`config.mk`:
```
export PLATFORM = sky130hd
export DESIGN_NAME = pipeline_hazard_ctrl
export DESIGN_NICKNAME = d
export VERILOG_FILES = /design/src/rtl/pipeline_hazard_ctrl.sv
export SDC_FILE = /design/constraint.sdc
export NUM_CORES = 1
export LEC_CHECK = 0
export CAP_MARGIN = 20
export CORE_ASPECT_RATIO = 0.7
export CORE_MARGIN = 4
export CORE_UTILIZATION = 30
export CTS_CLUSTER_DIAMETER = 40
export DETAILED_ROUTE_END_ITERATION = 7
export DONT_BUFFER_PORTS = 1
export PLACE_DENSITY_LB_ADDON = 0.12
export SLEW_MARGIN = 25
export SYNTH_ARGS = -nofsm -noshare
export SYNTH_HDL_FRONTEND = slang
export SYNTH_SLANG_ARGS = --single-unit
```
`constraint.sdc`:
```
create_clock -name clk -period 4.2 [get_ports clk]
set_clock_uncertainty 0.1 [all_clocks]
set_input_delay 0 -clock clk [delete_from_list [all_inputs] [get_ports clk]]
set_output_delay 0 -clock clk [all_outputs]
set_load 0.02 [all_outputs]
```
`src/rtl/pipeline_hazard_ctrl.sv`:
```
// Stall/flush sequencer for the five-stage pipeline.
// Drives PC/IF-ID/ID-EX/EX-MEM/MEM-WB write enables and bubble controls.
//
// Parameters:
//   REG_AW  register-address width
//   CNT_W   performance counter width
// Ports:
//   clk, reset             rising-edge clock, synchronous active-high reset
//   id_rs, id_rt           source registers of the ID instruction
//   id_uses_rs/rt          ID instruction reads the matching source
//   id_halt                ID instruction is HALT
//   ex_mem_read            EX instruction is a load
//   ex_reg_write, ex_rd    EX instruction destination write
//   ex_branch_taken        EX resolved a taken branch/jump
//   mem_busy               data memory not ready this cycle
//   pc_we, *_we            PC and pipeline-register write enables
//   ifid_flush, idex_flush load a NOP bubble into the register
//   halted                 pipeline fully drained after HALT
//   stall_cycles           saturating count of load-use and busy cycles
//   flush_count            saturating count of taken-branch flushes
module pipeline_hazard_ctrl #(
    parameter int REG_AW = 5,
    parameter int CNT_W  = 16
) (
    input  logic              clk,
    input  logic              reset,
    input  logic [REG_AW-1:0] id_rs,
    input  logic [REG_AW-1:0] id_rt,
    input  logic              id_uses_rs,
    input  logic              id_uses_rt,
    input  logic              id_halt,
    input  logic              ex_mem_read,
    input  logic              ex_reg_write,
    input  logic [REG_AW-1:0] ex_rd,
    input  logic              ex_branch_taken,
    input  logic              mem_busy,
    output logic              pc_we,
    output logic              ifid_we,
    output logic              idex_we,
    output logic              exmem_we,
    output logic              memwb_we,
    output logic              ifid_flush,
    output logic              idex_flush,
    output logic              halted,
    output logic [CNT_W-1:0]  stall_cycles,
    output logic [CNT_W-1:0]  flush_count
);

    typedef enum logic [1:0] {
        ST_RUN,
        ST_DRAIN,
        ST_HALTED
    } state_t;

    state_t           state;
    state_t           state_nxt;
    logic [1:0]       cnt;
    logic [1:0]       cnt_nxt;
    logic             stall_inc;
    logic             flush_inc;
    logic             load_use;
    logic             rs_hit;
    logic             rt_hit;
    logic [CNT_W-1:0] stall_q;
    logic [CNT_W-1:0] flush_q;

    // A load into r0 never produces a value, so it can't create a hazard.
    assign rs_hit   = id_uses_rs && (id_rs == ex_rd);
    assign rt_hit   = id_uses_rt && (id_rt == ex_rd);
    assign load_use = ex_mem_read && ex_reg_write
                   && (ex_rd != '0) && (rs_hit || rt_hit);

    always_comb begin
        pc_we      = 1'b0;
        ifid_we    = 1'b0;
        idex_we    = 1'b0;
        exmem_we   = 1'b0;
        memwb_we   = 1'b0;
        ifid_flush = 1'b0;
        idex_flush = 1'b0;
        stall_inc  = 1'b0;
        flush_inc  = 1'b0;
        state_nxt  = state;
        cnt_nxt    = cnt;

        if (reset) begin
            // Clock bubbles into every stage while PC holds.
            ifid_we    = 1'b1;
            idex_we    = 1'b1;
            exmem_we   = 1'b1;
            memwb_we   = 1'b1;
            ifid_flush = 1'b1;
            idex_flush = 1'b1;
            state_nxt  = ST_RUN;
            cnt_nxt    = 2'd0;
        end else begin
            unique case (state)
                ST_RUN: begin
                    if (mem_busy) begin
                        stall_inc = 1'b1;
                    end else if (ex_branch_taken) begin
                        // ID instruction is squashed, so its hazards
                        // and HALT do not matter.
                        pc_we      = 1'b1;
                        ifid_we    = 1'b1;
                        idex_we    = 1'b1;
                        exmem_we   = 1'b1;
                        memwb_we   = 1'b1;
                        ifid_flush = 1'b1;
                        idex_flush = 1'b1;
                        flush_inc  = 1'b1;
                    end else if (load_use) begin
                        idex_we    = 1'b1;
                        idex_flush = 1'b1;
                        exmem_we   = 1'b1;
                        memwb_we   = 1'b1;
                        stall_inc  = 1'b1;
                    end else if (id_halt) begin
                        // HALT moves on into EX; fetch stops.
                        idex_we   = 1'b1;
                        exmem_we  = 1'b1;
                        memwb_we  = 1'b1;
                        state_nxt = ST_DRAIN;
                        cnt_nxt   = 2'd2;
                    end else begin
                        pc_we    = 1'b1;
                        ifid_we  = 1'b1;
                        idex_we  = 1'b1;
                        exmem_we = 1'b1;
                        memwb_we = 1'b1;
                    end
                end
                ST_DRAIN: begin
                    if (mem_busy) begin
                        stall_inc = 1'b1;
                    end else begin
                        idex_we    = 1'b1;
                        idex_flush = 1'b1;
                        exmem_we   = 1'b1;
                        memwb_we   = 1'b1;
                        if (cnt != 2'd0) begin
                            cnt_nxt = cnt - 2'd1;
                        end else begin
                            state_nxt = ST_HALTED;
                        end
                    end
                end
                ST_HALTED: begin
                    state_nxt = ST_HALTED;
                end
                default: begin
                    state_nxt = ST_RUN;
                end
            endcase
        end
    end

    always_ff @(posedge clk) begin
        if (reset) begin
            state   <= ST_RUN;
            cnt     <= 2'd0;
            stall_q <= '0;
            flush_q <= '0;
        end else begin
            state <= state_nxt;
            cnt   <= cnt_nxt;
            // Counters stick at all-ones instead of wrapping.
            if (stall_inc && (stall_q != '1)) begin
                stall_q <= stall_q + 1'b1;
            end
            if (flush_inc && (flush_q != '1)) begin
                flush_q <= flush_q + 1'b1;
            end
        end
    end

    assign halted       = (state == ST_HALTED);
    assign stall_cycles = stall_q;
    assign flush_count  = flush_q;

endmodule

```
==> reports/metrics.csv, run 1 <==
stage,metric,value,unit
clock_tree,clock-pin slew of the registers on the worst-case setup and hold paths,80,ps
final_layout,ratio of cells with drive above 1 in the final layout,5.859,%
timing,transition time at the pin with the least slew margin,840.0,ps
logic_synthesis,top_reg_cell synth,sky130_fd_sc_hd__dfxtp_1,
floorplanning,core outline area,6456,um2
timing,maximum clock rate,351.2,MHz
detailed_routing,drt total wl,5460,um
final_layout,"most common cell after layout, fill and taps aside",sky130_fd_sc_hd__dfxtp_1,
clock_tree,number of levels the H-tree was split into,2,
worst_setup_path,CP arrival,2980,ps
detailed_routing,# DRC,0,
timing,post-route worst setup slack,1353,ps
logic_synthesis,count of flip-flops with a built-in enable after synthesis,0,
clock_tree,library cell used as clock root buffer,sky130_fd_sc_hd__clkbuf_8,
global_route,overall overflow remaining after global route,0,
global_route,gr usage total,13.15,%
global_route,largest net degree at the start of global routing,34,
place,cell count after placement,335,
timing,crit path time final,2847,ps
power,switching power of the nets,0.0001845,W
timing,unrepaired setup endpoints after global routing,false,
logic_synthesis,Avg Synthesized Cell Area,8.150,um2
floorplanning,io pins,64,
power,Power Dens Cells,331.4,nW/um2
worst_setup_path,CP Launch Type,flop,
clock_tree,"Gates resized, CTS repair",0,
detailed_routing,Iter 0 DRT Violations,86,
clock_tree,TritonCTS clock tree,built,
worst_hold_path,hold path startpoint,reset,
global_route,wire length of the first global-routing pass,8825,um
worst_hold_path,Worst Hold Endpoint,stall_cycles[5],
logic_synthesis,Yosys warning count,0,
final_layout,net count of the finished layout,285,
detailed_routing,1st-pass router iterations,5,
place,IO buf count,0,
final_layout,most used cells in the layout excluding fill and tap cells,"sky130_fd_sc_hd__dfxtp_1 (36), sky130_fd_sc_hd__nor2_1 (25), sky130_fd_sc_hd__nand2_1 (24)",
detailed_routing,via density per instance,5.170,
global_route,number of antenna violations at the first check in global routing,0,
power,worst-case vdd ir drop,0.1144,mV
final_layout,P&R area growth vs syn,11.83,%
worst_setup_path,worst setup path start,stall_cycles[3],
clock_tree,buffer depth of the longest clock path,2,
run,max cap viols,0,
worst_setup_path,Reg2Reg Setup Slack,1350,ps
power,part of the total power dissipated in the clock network,44.7,%
worst_setup_path,data required time at the worst endpoint,4330,ps
clock_tree,clock latency at the later pin of the worst-skew pair,280,ps
floorplanning,site row count,24,
floorplanning,die extent in x,107.1,um
worst_setup_path,Worst Setup Path Type,flop to flop,
detailed_routing,DR vias,1794,
power,Logic pwr share,9.2,%
logic_synthesis,proportion of synthesized chip area in sequential cells,34.95,%
place,Post-DP HPWL,3852,um
place,Setup WS pre-CTS,1580,ps
status,result of the run,"finished, final reports clean",
timing,setup TNS after final layout,0,ps
timing,Tcrit/Tclk final,67.80,%
timing,Final Hold Violating Endpoints,0,
global_route,number of global-route vias before repair,1684,
worst_setup_path,terminus of the critical flop-to-flop path,stall_cycles[1],
clock_tree,quantity of hold-fixing buffers added after cts,4,
detailed_routing,Routed WL per cell,15.73,um
worst_setup_path,origin of the critical flop-to-flop path,stall_cycles[3],
floorplanning,effective utilization at floorplan,31.94,%
clock_tree,number of CTS-inserted buffers,5,
detailed_routing,"antenna viol nets, final",0,
worst_setup_path,count of cells along the worst register-to-register path,6,
power,Lkg Pwr,0.7716,nW
worst_setup_path,CP Capture Type,flop,
logic_synthesis,distinct cell type count of the synthesized netlist,45,
place,gp weighted congestion,0.7788,
floorplanning,overall die area,8285,um2
power,switch share,24.14,%
logic_synthesis,cells after synthesis,253,
worst_hold_path,hold path cells,3,
clock_tree,number of clock sinks seen by CTS,36,
logic_synthesis,Post-Syn Area,2062,um2
power,sequential group share of total power,46.1,%
timing,Slew Limit Fails,0,
logic_synthesis,asr flop ratio synth,0,%
floorplanning,vertical die dimension,77.37,um
timing,relative max-transition margin,43.57,%
timing,number of endpoints failing setup at the final stage,0,
final_layout,number of antenna repair diodes,0,
logic_synthesis,nets in the synthesized netlist,283,
final_layout,non-filler cells in the finished layout,347,
worst_setup_path,critical-path maximum fanout,19,
power,internal portion of total power,0.0005797,W
logic_synthesis,flop and latch count out of synthesis,36,
clock_tree,Post-CTS Setup Bufs,0,
worst_hold_path,worst min-delay path category,input port to flop,
## worst max-delay path by stage
stage / endpoint / slack, ps / cells past startpoint
final: stall_cycles[1] / 1350 / 6
after global routing: stall_cycles[1] / 1050 / 8
after CTS: stall_cycles[1] / 1390 / 6
after detailed placement: stall_cycles[15] / 1580 / 7
after global placement: stall_cycles[15] / 1620 / 7
after floorplan: stall_cycles[15] / 1870 / 8
## synth_stat cells (all sizes together), types with 6 or more instances
library cell  number  area (um2)
dfxtp             36       720.7
nor2              25       93.84
nand2             24       90.09
a21oi             18       90.09
xor2              14       122.6
nand3             13       65.06
xnor2             10       87.58
inv                9       33.78
nand4              9       56.30
o21ai              7       35.03
o31ai              7       52.55
or3                7       43.79
or4                7       52.55
and3               6       37.54
clkbuf             6       22.52
ha                 6       75.07
## critical path: stages, from the launching register on
cell and delay, ps:
sky130_fd_sc_hd__dfxtp_1 560, sky130_fd_sc_hd__and4_1 290, sky130_fd_sc_hd__and3_1 300, sky130_fd_sc_hd__and4_1 680
sky130_fd_sc_hd__o21ai_0 150, sky130_fd_sc_hd__a21oi_1 160, sky130_fd_sc_hd__dlygate4sd3_1 550
## final cells by class
type | count | area [um2]
fillers | 682 | 4150
multi-input cells | 197 | 1250
flip-flops and latches | 36 | 720.7
well taps | 91 | 113.9
clock buffers | 7 | 96.34
repair buffers | 5 | 57.56
inverters | 10 | 37.54
clock inverters | 1 | 30.03
## metal layers
| layer | part of all wire, % | track usage (%) |
|---|---|---|
| met5 | 0 | 0 |
| met4 | 0.35 | 2.810 |
| met3 | 6.8 | 5.058 |
| met2 | 40 | 17.98 |
| met1 | 53 | 19.42 |
## power groups by stage
stage	registers (W)	clock network [W]	logic, W
after floorplan	0.000359	0	0.0000569
after global placement	0.000360	0	0.0000601
after detailed placement	0.000360	0	0.0000599
after CTS	0.000352	0.000350	0.0000701
after global routing	0.000353	0.000367	0.0000792
final	0.000352	0.000342	0.0000702
## per-stage QoR
| step | instance area [um2] | util [%] | total power [W] | hold WS (ps) |
|---|---|---|---|---|
| 2_1_floorplan | 2062 | - | 0.0004159 | 142.5 |
| 3_3_place_gp | 2130 | 32.98 | 0.0004205 | -23.49 |
| 3_5_place_dp | 2130 | 32.98 | 0.0004204 | -21.48 |
| 4_1_cts | 2306 | 35.72 | 0.0007724 | 14.59 |
| 5_1_grt | 2306 | 35.72 | 0.0007991 | 71.29 |
| 6_report | 2306 | 35.72 | 0.0007642 | 12.07 |
## state kept, by name, indices dropped and copies added (netlist names)
name          flops
flush_count      16
stall_cycles     16
state             2
cnt               2
## cell families (layout without fill, tap and decap cells)
kind of cell             Yosys count  in the layout  synth area share, %
AND/OR/NAND/NOR                  115            115                29.73
buffers and inverters             20             23                4.429
flip-flops                        36             36                34.95
multiplexers                       3              3                1.517
AO/OA/AOI/OAI                     49             49                15.53
XOR/XNOR                          24             24                10.19
adder cells (fa/ha/maj)            6              6                3.641
Power figures use the tool's default switching activity.
==> run 2: changes to the inputs <==
==> constraint.sdc (replaced) <==
create_clock -name clk -period 3 [get_ports clk]
set_clock_uncertainty 0.1 [all_clocks]
set_input_delay 0 -clock clk [delete_from_list [all_inputs] [get_ports clk]]
set_output_delay 0 -clock clk [all_outputs]
set_load 0.02 [all_outputs]
==> run 2 against run 1 <==
Clock-buffer cell count is the same. Power is 40% higher. Die area did not move. Worst hold slack improved by 5.7 ps. Cell area grew 1.2%. Cell count grew 1.2%. Sequential share of layout area down 0.37 points. Via count grew 1.3%. Fmax up 5.5%. Sequential power up 40%. Combinational power is 41% higher. Routed wire length down 0.92%. Critical path type unchanged. Critical endpoint is now stall_cycles[15]. Largest power group unchanged.
==> reports/metrics.csv, run 2 (same netlist as run 1, synthesis figures left out) <==
stage,metric,value,unit
global_route,largest net degree at the start of global routing,34,
floorplanning,overall die area,8285,um2
detailed_routing,1st-pass router iterations,4,
floorplanning,die extent in x,107.1,um
clock_tree,buffer depth of the longest clock path,2,
global_route,GR Layer Usage met1,19.95,%
timing,Tcrit/Tclk final,89.96,%
place,IO buf count,0,
final_layout,number of antenna repair diodes,0,
detailed_routing,DR vias,1817,
clock_tree,quantity of hold-fixing buffers added after cts,3,
floorplanning,io pins,64,
worst_setup_path,slowest cell delay on critical path,540,ps
place,Post-DP HPWL,3936,um
floorplanning,vertical die dimension,77.37,um
timing,relative max-transition margin,40.55,%
worst_setup_path,sequence of cells on the critical path,inv_1 > ha_1 > inv_1 > or3_1 > o31a_1 > nor4_2 > mux2_2,
timing,transition time at the pin with the least slew margin,884.9,ps
worst_setup_path,critical path buffer and inverter count,2,
worst_hold_path,worst min-delay path category,input port to flop,
floorplanning,effective utilization at floorplan,31.94,%
worst_setup_path,cell class contributing the biggest share of worst-path delay,simple AND/OR/NAND/NOR gates,
timing,Slew Limit Fails,0,
clock_tree,clock-pin slew of the registers on the worst-case setup and hold paths,80,ps
worst_setup_path,data required time at the worst endpoint,3080,ps
global_route,number of global-route vias before repair,1690,
timing,setup TNS after final layout,0,ps
timing,crit path time final,2699,ps
power,worst-case vdd ir drop,0.2272,mV
clock_tree,clock latency at the later pin of the worst-skew pair,280,ps
timing,unrepaired setup endpoints after global routing,false,
timing,number of endpoints failing setup at the final stage,0,
status,result of the run,"finished, final reports clean",
final_layout,filler cell count in the final layout,694,
clock_tree,library cell used as clock root buffer,sky130_fd_sc_hd__clkbuf_8,
final_layout,"most common cell after layout, fill and taps aside",sky130_fd_sc_hd__dfxtp_1,
floorplanning,site row count,24,
worst_setup_path,CP Launch Type,flop,
worst_setup_path,dominant cell type by count on the critical path,sky130_fd_sc_hd__inv_1,
detailed_routing,via density per instance,5.177,
worst_setup_path,CP Capture Type,flop,
global_route,met3 routing resource usage after global routing,4.561,%
power,Lkg Pwr,0.7910,nW
timing,maximum clock rate,370.5,MHz
timing,Final Hold Violating Endpoints,0,
detailed_routing,"antenna viol nets, final",0,
worst_setup_path,critical-path maximum fanout,25,
detailed_routing,Iter 0 DRT Violations,89,
clock_tree,Post-CTS Setup Bufs,0,
worst_setup_path,Worst Setup Path Type,flop to flop,
global_route,gr usage total,13.24,%
global_route,wire length of the first global-routing pass,8914,um
final_layout,most used cells in the layout excluding fill and tap cells,"sky130_fd_sc_hd__dfxtp_1 (36), sky130_fd_sc_hd__nor2_1 (25), sky130_fd_sc_hd__nand2_1 (24)",
global_route,global routing's busiest layer,met1,
global_route,met2 usage,18.16,%
detailed_routing,drt total wl,5410,um
run,max cap viols,0,
clock_tree,number of clock sinks seen by CTS,36,
place,gp weighted congestion,0.7633,
clock_tree,number of levels the H-tree was split into,2,
timing,post-route worst hold slack,17.78,ps
detailed_routing,Routed WL per cell,15.41,um
detailed_routing,# DRC,0,
worst_setup_path,CP arrival,2780,ps
clock_tree,"Gates resized, CTS repair",0,
power,Power Dens Cells,457.1,nW/um2
clock_tree,number of CTS-inserted buffers,5,
worst_setup_path,slowest cell on the critical path,sky130_fd_sc_hd__o31a_1,
final_layout,end-of-flow core utilization,36.14,%
global_route,overall overflow remaining after global route,0,
floorplanning,core outline area,6456,um2
global_route,number of antenna violations at the first check in global routing,0,
final_layout,P&R area growth vs syn,13.17,%
clock_tree,TritonCTS clock tree,built,
final_layout,net count of the finished layout,289,
final_layout,ratio of cells with drive above 1 in the final layout,7.692,%
## run 2: metrics by stage
step / instances / area (um2) / total power, W / setup slack [ps]
after floorplan: 253 / 2062 / 0.0005823 / 668.4
after CTS: 351 / 2333 / 0.001087 / 337.6
after global placement: 340 / 2167 / 0.0005902 / 417.7
after global routing: 351 / 2333 / 0.001124 / 117.2
after detailed placement: 340 / 2167 / 0.0005898 / 350.1
final: 351 / 2333 / 0.001067 / 301.2
## run 2: per-layer routing
layer  part of all wire, %  routed length [um]
met4                  0.70                  38
met2                    41                2232
met5                     0                   0
met1                    53                2842
met3                   5.5                 297
## run 2: area by class of cell
cell class / count / area [um2] / share of cell area [%]
well taps: 91 / 113.9 / 4.879
inverters: 10 / 37.54 / 1.609
repair buffers: 9 / 85.08 / 3.646
flip-flops and latches: 36 / 720.7 / 30.88
clock inverters: 1 / 30.03 / 1.287
clock buffers: 7 / 96.34 / 4.129
multi-input cells: 197 / 1250 / 53.57
## run 2: path summary, 6_finish.rpt
kind | endpoint | startpoint | cells past startpoint | slack (ps)
worst max-delay path | stall_cycles[15] | state[1] | 7 | 300
worst min register to register | cnt[1] | cnt[1] | 2 | 370
worst max register to register | stall_cycles[15] | state[1] | 7 | 300
worst min-delay path | stall_cycles[5] | reset | 3 | 20
## run 2: worst min-delay path, stage by stage
cell and delay [ps]:
sky130_fd_sc_hd__clkinv_1 170, sky130_fd_sc_hd__nand2_1 80, sky130_fd_sc_hd__mux2i_1 110
## run 2: power breakdown
group	total (W)	leakage (nW)	internal, W	switching, W
clock	0.000475	0.0645	0.000294	0.000181
sequential	0.000493	0.291	0.000483	0.00000959
combinational	0.0000989	0.436	0.0000354	0.0000635
total	0.00107	0.791	0.000812	0.000254
